<file path="config.mk">
export PLATFORM = sky130hd
export DESIGN_NAME = fetch_unit
export DESIGN_NICKNAME = d
export VERILOG_FILES = /design/src/rtl/fetch_unit_pkg.sv /design/src/rtl/addr_adder.sv /design/src/rtl/fetch_hold_buf.sv /design/src/rtl/fetch_unit.sv
export SDC_FILE = /design/constraint.sdc
export NUM_CORES = 1
export LEC_CHECK = 0
export ABC_AREA = 0
export CORE_MARGIN = 5
export CORE_UTILIZATION = 43
export CTS_CLUSTER_SIZE = 30
export DETAILED_ROUTE_END_ITERATION = 10
export PLACE_DENSITY = 0.77
export SLEW_MARGIN = 5
export SYNTH_ARGS = -nofsm -noshare
export SYNTH_HDL_FRONTEND = slang
export SYNTH_SLANG_ARGS = --single-unit
</file>
<file path="constraint.sdc">
create_clock -name clk -period 2.16 [get_ports clk]
set_clock_uncertainty 0.05 [all_clocks]
set_input_delay 0.324 -clock clk [delete_from_list [all_inputs] [get_ports clk]]
set_output_delay 0.324 -clock clk [all_outputs]
set_load 0.02 [all_outputs]
</file>
<file path="src/rtl/fetch_unit_pkg.sv">
// Shared fetch-stage constants and the fetch FSM state type.
// Latency: none, types and constants only. Backpressure: not applicable.
package fetch_unit_pkg;

  localparam int          ADDR_SIZE         = 32;
  localparam int          WORD_LEN          = 32;
  localparam logic [31:0] FETCH_RESET_ADDR  = 32'h8000_0000;
  localparam int          FETCH_INSTR_BYTES = 4;

  typedef enum logic [1:0] {
    REQ  = 2'd0,
    WAIT = 2'd1,
    HOLD = 2'd2,
    DROP = 2'd3
  } fetch_state_t;

endpackage

</file>
<file path="src/rtl/addr_adder.sv">
// Modulo-2^W address adder; the carry out is dropped, so wrap is silent.
// Latency: combinational. Backpressure: not applicable.
module addr_adder #(
  parameter int W = 32
) (
  input  logic [W-1:0] a,
  input  logic [W-1:0] b,
  output logic [W-1:0] sum
);

  assign sum = a + b;

endmodule

</file>
<file path="src/rtl/fetch_hold_buf.sv">
// One-entry {pc, instr} buffer, written when a response arrives while IF/ID is full.
// Latency: data visible the cycle after load. Backpressure: clear wins over load, load over unload.
module fetch_hold_buf #(
  parameter int ADDR_W = 32,
  parameter int DATA_W = 32
) (
  input  logic              clk,
  input  logic              reset,
  input  logic              load,
  input  logic              unload,
  input  logic              clear,
  input  logic [ADDR_W-1:0] entry_pc,
  input  logic [DATA_W-1:0] entry_instr,
  output logic              valid,
  output logic [ADDR_W-1:0] pc,
  output logic [DATA_W-1:0] instr
);

  always_ff @(posedge clk or negedge reset) begin
    if (!reset) begin
      valid <= 1'b0;
      pc    <= '0;
      instr <= '0;
    end else if (clear) begin
      valid <= 1'b0;
    end else if (load) begin
      valid <= 1'b1;
      pc    <= entry_pc;
      instr <= entry_instr;
    end else if (unload) begin
      valid <= 1'b0;
    end
  end

endmodule

</file>
<file path="src/rtl/fetch_unit.sv">
// Instruction fetch: one outstanding imem request, valid/ready IF/ID register, drives the PC.
// Latency: request N, response N+1, if_valid N+2. Backpressure: a response during a decode stall parks in the hold buffer.
module fetch_unit
  import fetch_unit_pkg::*;
#(
  parameter int              ADDR_W      = ADDR_SIZE,
  parameter int              DATA_W      = WORD_LEN,
  parameter logic [ADDR_W-1:0] RESET_ADDR = ADDR_W'(FETCH_RESET_ADDR),
  parameter int              INSTR_BYTES = FETCH_INSTR_BYTES
) (
  input  logic              clk,
  input  logic              reset,
  input  logic [ADDR_W-1:0] pc,
  output logic              pc_en,
  output logic [ADDR_W-1:0] pc_wdata,
  input  logic              redirect_valid,
  input  logic [ADDR_W-1:0] redirect_target,
  output logic              imem_req_valid,
  input  logic              imem_req_ready,
  output logic [ADDR_W-1:0] imem_req_addr,
  input  logic              imem_resp_valid,
  input  logic [DATA_W-1:0] imem_resp_data,
  output logic              if_valid,
  output logic [ADDR_W-1:0] if_pc,
  output logic [DATA_W-1:0] if_instr,
  input  logic              id_ready
);

  fetch_state_t      state;
  logic [ADDR_W-1:0] req_addr;
  logic [ADDR_W-1:0] pc_inc;
  logic [ADDR_W-1:0] next_fetch;
  logic              drop_flag;
  logic              slot_free;
  logic              req_fire;
  logic              resp_in_wait;
  logic              deliver_resp;
  logic              deliver_hold;
  logic              hold_load;
  logic              enter_req;
  logic              hb_valid;
  logic [ADDR_W-1:0] hb_pc;
  logic [DATA_W-1:0] hb_instr;

  addr_adder #(.W(ADDR_W)) u_pc_inc (
    .a   (pc),
    .b   (ADDR_W'(INSTR_BYTES)),
    .sum (pc_inc)
  );

  fetch_hold_buf #(.ADDR_W(ADDR_W), .DATA_W(DATA_W)) u_hold_buf (
    .clk         (clk),
    .reset       (reset),
    .load        (hold_load),
    .unload      (deliver_hold),
    .clear       (redirect_valid),
    .entry_pc    (req_addr),
    .entry_instr (imem_resp_data),
    .valid       (hb_valid),
    .pc          (hb_pc),
    .instr       (hb_instr)
  );

  assign slot_free    = !if_valid || id_ready;
  assign req_fire     = (state == REQ) && imem_req_ready;
  assign resp_in_wait = (state == WAIT) && imem_resp_valid;

  // A redirect squashes every delivery path, including the parked entry.
  assign deliver_resp = resp_in_wait && slot_free && !redirect_valid;
  assign hold_load    = resp_in_wait && !slot_free && !redirect_valid;
  assign deliver_hold = (state == HOLD) && hb_valid && id_ready && !redirect_valid;

  assign pc_en      = redirect_valid || deliver_resp || deliver_hold;
  assign pc_wdata   = redirect_valid ? redirect_target : pc_inc;
  assign next_fetch = pc_en ? pc_wdata : pc;

  assign enter_req = (resp_in_wait && (redirect_valid || slot_free))
                  || ((state == HOLD) && (redirect_valid || deliver_hold))
                  || ((state == DROP) && imem_resp_valid);

  assign imem_req_valid = (state == REQ);
  assign imem_req_addr  = req_addr;

  always_ff @(posedge clk or negedge reset) begin
    if (!reset) begin
      state     <= REQ;
      req_addr  <= RESET_ADDR;
      drop_flag <= 1'b0;
      if_valid  <= 1'b0;
      if_pc     <= '0;
      if_instr  <= '0;
    end else begin
      if (deliver_resp) begin
        if_valid <= 1'b1;
        if_pc    <= req_addr;
        if_instr <= imem_resp_data;
      end else if (deliver_hold) begin
        if_valid <= 1'b1;
        if_pc    <= hb_pc;
        if_instr <= hb_instr;
      end else if (redirect_valid || id_ready) begin
        if_valid <= 1'b0;
      end

      if (enter_req) begin
        state     <= REQ;
        req_addr  <= next_fetch;
        drop_flag <= 1'b0;
      end else begin
        case (state)
          // An unaccepted request stays on the bus unchanged; a redirect only marks it squashed.
          REQ: begin
            if (req_fire) begin
              state <= (redirect_valid || drop_flag) ? DROP : WAIT;
            end else if (redirect_valid) begin
              drop_flag <= 1'b1;
            end
          end
          WAIT: begin
            if (hold_load) begin
              state <= HOLD;
            end else if (redirect_valid) begin
              state <= DROP;
            end
          end
          default: ;
        endcase
      end
    end
  end

endmodule

</file>
==> results.py <==
metrics = {
    "run_status": {
        "status": "complete, but fails checks",
        "violations": "setup timing",
    },
    "final_layout": {
        "antenna_cells": 0,
        "postLayoutCoreUtil_pct": 68.8,
        "fin_nets": 1204,
        "layout-drive-gt1-share_pct": 30.8,
        "synthToLayoutAreaGrowth_pct": 58.0,
    },
    "die": {
        "dieArea_um2": 20900,
        "io_pins": 233,
        "row_count": 49,
        "die_y_um": 145,
        "start_util_pct": 43.6,
        "die_w_um": 145,
        "coreArea_um2": 17900,
    },
    "setup_path": {
        "cp-startpoint": "pc[7]",
        "worstPathRequired_ps": 1790,
        "crit_chain": "buf_6, nand4_1, or4_4, or4_4, a31oi_4, buf_6",
        "cpPeakStageDelay_ps": 600,
        "critical_path_class": "input pin to output port",
        "crit_path_end_kind": "output port",
        "crit_fanout": 6,
        "cp-start-kind": "input pin",
        "cp.arrival_ps": 1970,
        "critical_path.slowest_cell": "or4_4",
        "r2r_start": "state[0]",
    },
    "yosys": {
        "synth_area_um2": 7800,
        "synth.net_count": 868,
        "ys_async_sr_fraction_pct": 100,
        "yosysMostFrequentCell": "dfrtp_1",
        "syn_area_per_cell_um2": 10.2,
        "synth.top_cell.area_share_pct": 52.6,
        "yosys_register_bits": 165,
        "synth_enable_flop_cells": 0,
        "yosys-top-cells-count": "164 x dfrtp_1, 93 x nor2_1, 91 x a21oi_1, 70 x mux2_2, 65 x o22ai_1",
        "synth.distinct_cells": 54,
        "ys.flop_type": "dfrtp_1",
        "synthTopCellsByArea": "dfrtp_1 53%, mux2_2 10%, a21oi_1 5.8%",
        "syn_inst": 765,
        "ys_warn_count": 0,
        "yosysSeqAreaShare_pct": 53.0,
        "yosysTopAreaCell": "dfrtp_1",
    },
    "timing": {
        "hold_viol_final": 0,
        "post-route-period-util_pct": 108,
        "tightest_slew_ps": 798,
        "maxSlewHeadroom_pct": 46.8,
        "min_period_ps": 2340,
        "max_freq_mhz": 427,
        "setup_slack_ps": -179,
        "setup_viol": 11,
        "rsz0062_at_grt": "true",
        "drv_slew": 0,
    },
    "placement": {
        "dp_hpwl_um": 17600,
        "gp_congestion": 0.866,
        "dp_slack_ps": -1230,
        "numPortBuffers": 232,
    },
    "clocking": {
        "clockRootBuffer": "clkbuf_16",
        "cts_sinks": 165,
        "cts_tree": "built",
        "cts_buffer_depth": 2,
        "path_clk_slew_ps": 60,
        "cts_buffers": 17,
        "clock_latency_ps": 410,
        "cts_max_level": 4,
    },
    "grt": {
        "antenna_found_initial": 0,
        "grt_pass1_vias": 7532,
        "grt-ovfl-total": 0,
        "grt_max_degree": 68,
        "grt_usage_pct": 23.9,
        "grt_pass1_wl_um": 39700,
    },
    "detailed_routing": {
        "num_vias": 7474,
        "wl_per_cell_um": 19.0,
        "totalWireLength_um": 25500,
        "first_pass_iters": 5,
        "drtAntennaViolNets": 0,
        "drc": 0,
        "viasPerCell": 5.57,
        "dr.first_iter.drc_count": 455,
    },
    "flow_run": {
        "drv_cap": 0,
    },
    "power": {
        "peakVddDrop_v": 0.000781,
        "power.density_nw_per_um2": 1190,
        "leakage_uw": 0.00551,
    },
    "min_path": {
        "hold_path.startpoint": "pc[13]",
        "hp-class": "input pin to register",
    },
}
## report_power, final
| group | switching (uW) | internal (uW) | leakage [uW] |
|---|---|---|---|
| logic | 3230 | 3050 | 0.00315 |
| clock network | 1210 | 2070 | 0.000305 |
| registers | 854 | 4190 | 0.00206 |
## cell usage in the layout (no fill, tap or decap), drive strengths merged, types with 5 or more instances in the layout
| cell type | n |
|---|---|
| nor2 | 93 |
| or4 | 5 |
| nand3 | 13 |
| o21ai | 21 |
| nor3 | 11 |
| nand2b | 5 |
| clkbuf | 29 |
| nand4 | 10 |
| a221o | 15 |
| nand2 | 32 |
| a21oi | 91 |
| nor4 | 5 |
| dfrtp | 164 |
| and3 | 16 |
| mux2 | 70 |
| o22ai | 65 |
| inv | 12 |
| clkdlybuf4s50 | 176 |
| a31oi | 11 |
| buf | 186 |
| xnor2 | 10 |
| dlygate4sd2 | 5 |
## routing by layer
metal / global-route usage, % / up-vias / wire length, um
met1: 31.1 / 3666 / 10200
met5: 0 / - / 0
li1: - / 3500 / -
met3: 5.32 / 40 / 1840
met2: 40.3 / 268 / 13000
met4: 7.07 / 0 / 538
## logic make-up after synthesis
logic type      after synthesis  synth area share, %
compound gates              229                 18.1
simple gates                208                 13.0
flops                       165                 53.0
buf+inv                      76                 3.85
mux                          73                 10.5
xor+xnor                     13                 1.46
fa+ha+maj                     1                0.160
## path summary, 6_finish.rpt
check | to | slack (ps) | cells after the start
max | pc_wdata[27] | -180 | 6
max reg2reg | imem_req_addr[30] | 110 | 7
min reg2reg | drop_flag | 440 | 2
min in group asynchronous | u_hold_buf.instr[23] | 310 | 2
min | imem_req_addr[13] | 200 | 3
max in group asynchronous | if_instr[17] | 1090 | 3
## flip-flops by register name (all words and copies together) (netlist names)
name / flops
if_instr: 32
if_pc: 32
imem_req_addr: 32
u_hold_buf.instr: 32
u_hold_buf.pc: 32
state: 2
drop_flag: 1
if_valid: 1
u_hold_buf.valid: 1
## per-stage QoR
step	area, um2	setup TNS (ps)	std cells	power [uW]	hold slack [ps]
after floorplan	7900	-540	765	7890	-21.6
after global placement	11300	-41240	1280	11100	192
after detailed placement	11300	-42160	1280	11200	192
after CTS	12100	-2300	1329	14600	186
after global routing	12300	-1990	1343	15400	206
final	12300	-1200	1343	14600	202
## repair_timing
| item | 4_1_cts | 5_1_grt |
|---|---|---|
| hold buffers | 1 | 0 |
| gates resized for setup | 239 | 53 |
| setup buffers | 15 | 16 |
| endpoints found under the setup margin | 38 | 36 |
| endpoints found under the hold margin | 30 | 0 |
| cloned | 1 | 0 |
| pin swaps | 24 | 25 |
## layout make-up
class | instances | area (um2)
clock buffer | 22 | 484
clock inverter | 10 | 168
fill | 1325 | 5590
inverter | 12 | 46.3
multi-input combinational | 524 | 3670
sequential | 165 | 4130
tap | 229 | 287
timing repair buffer | 381 | 3530
## worst max-delay path: cells and delay by family
kind,cells,cell delay [ps]
AO/OA/AOI/OAI,1,190
buffers and inverters,2,210
AND/OR/NAND/NOR,3,1230
Power figures use the tool's default switching activity.
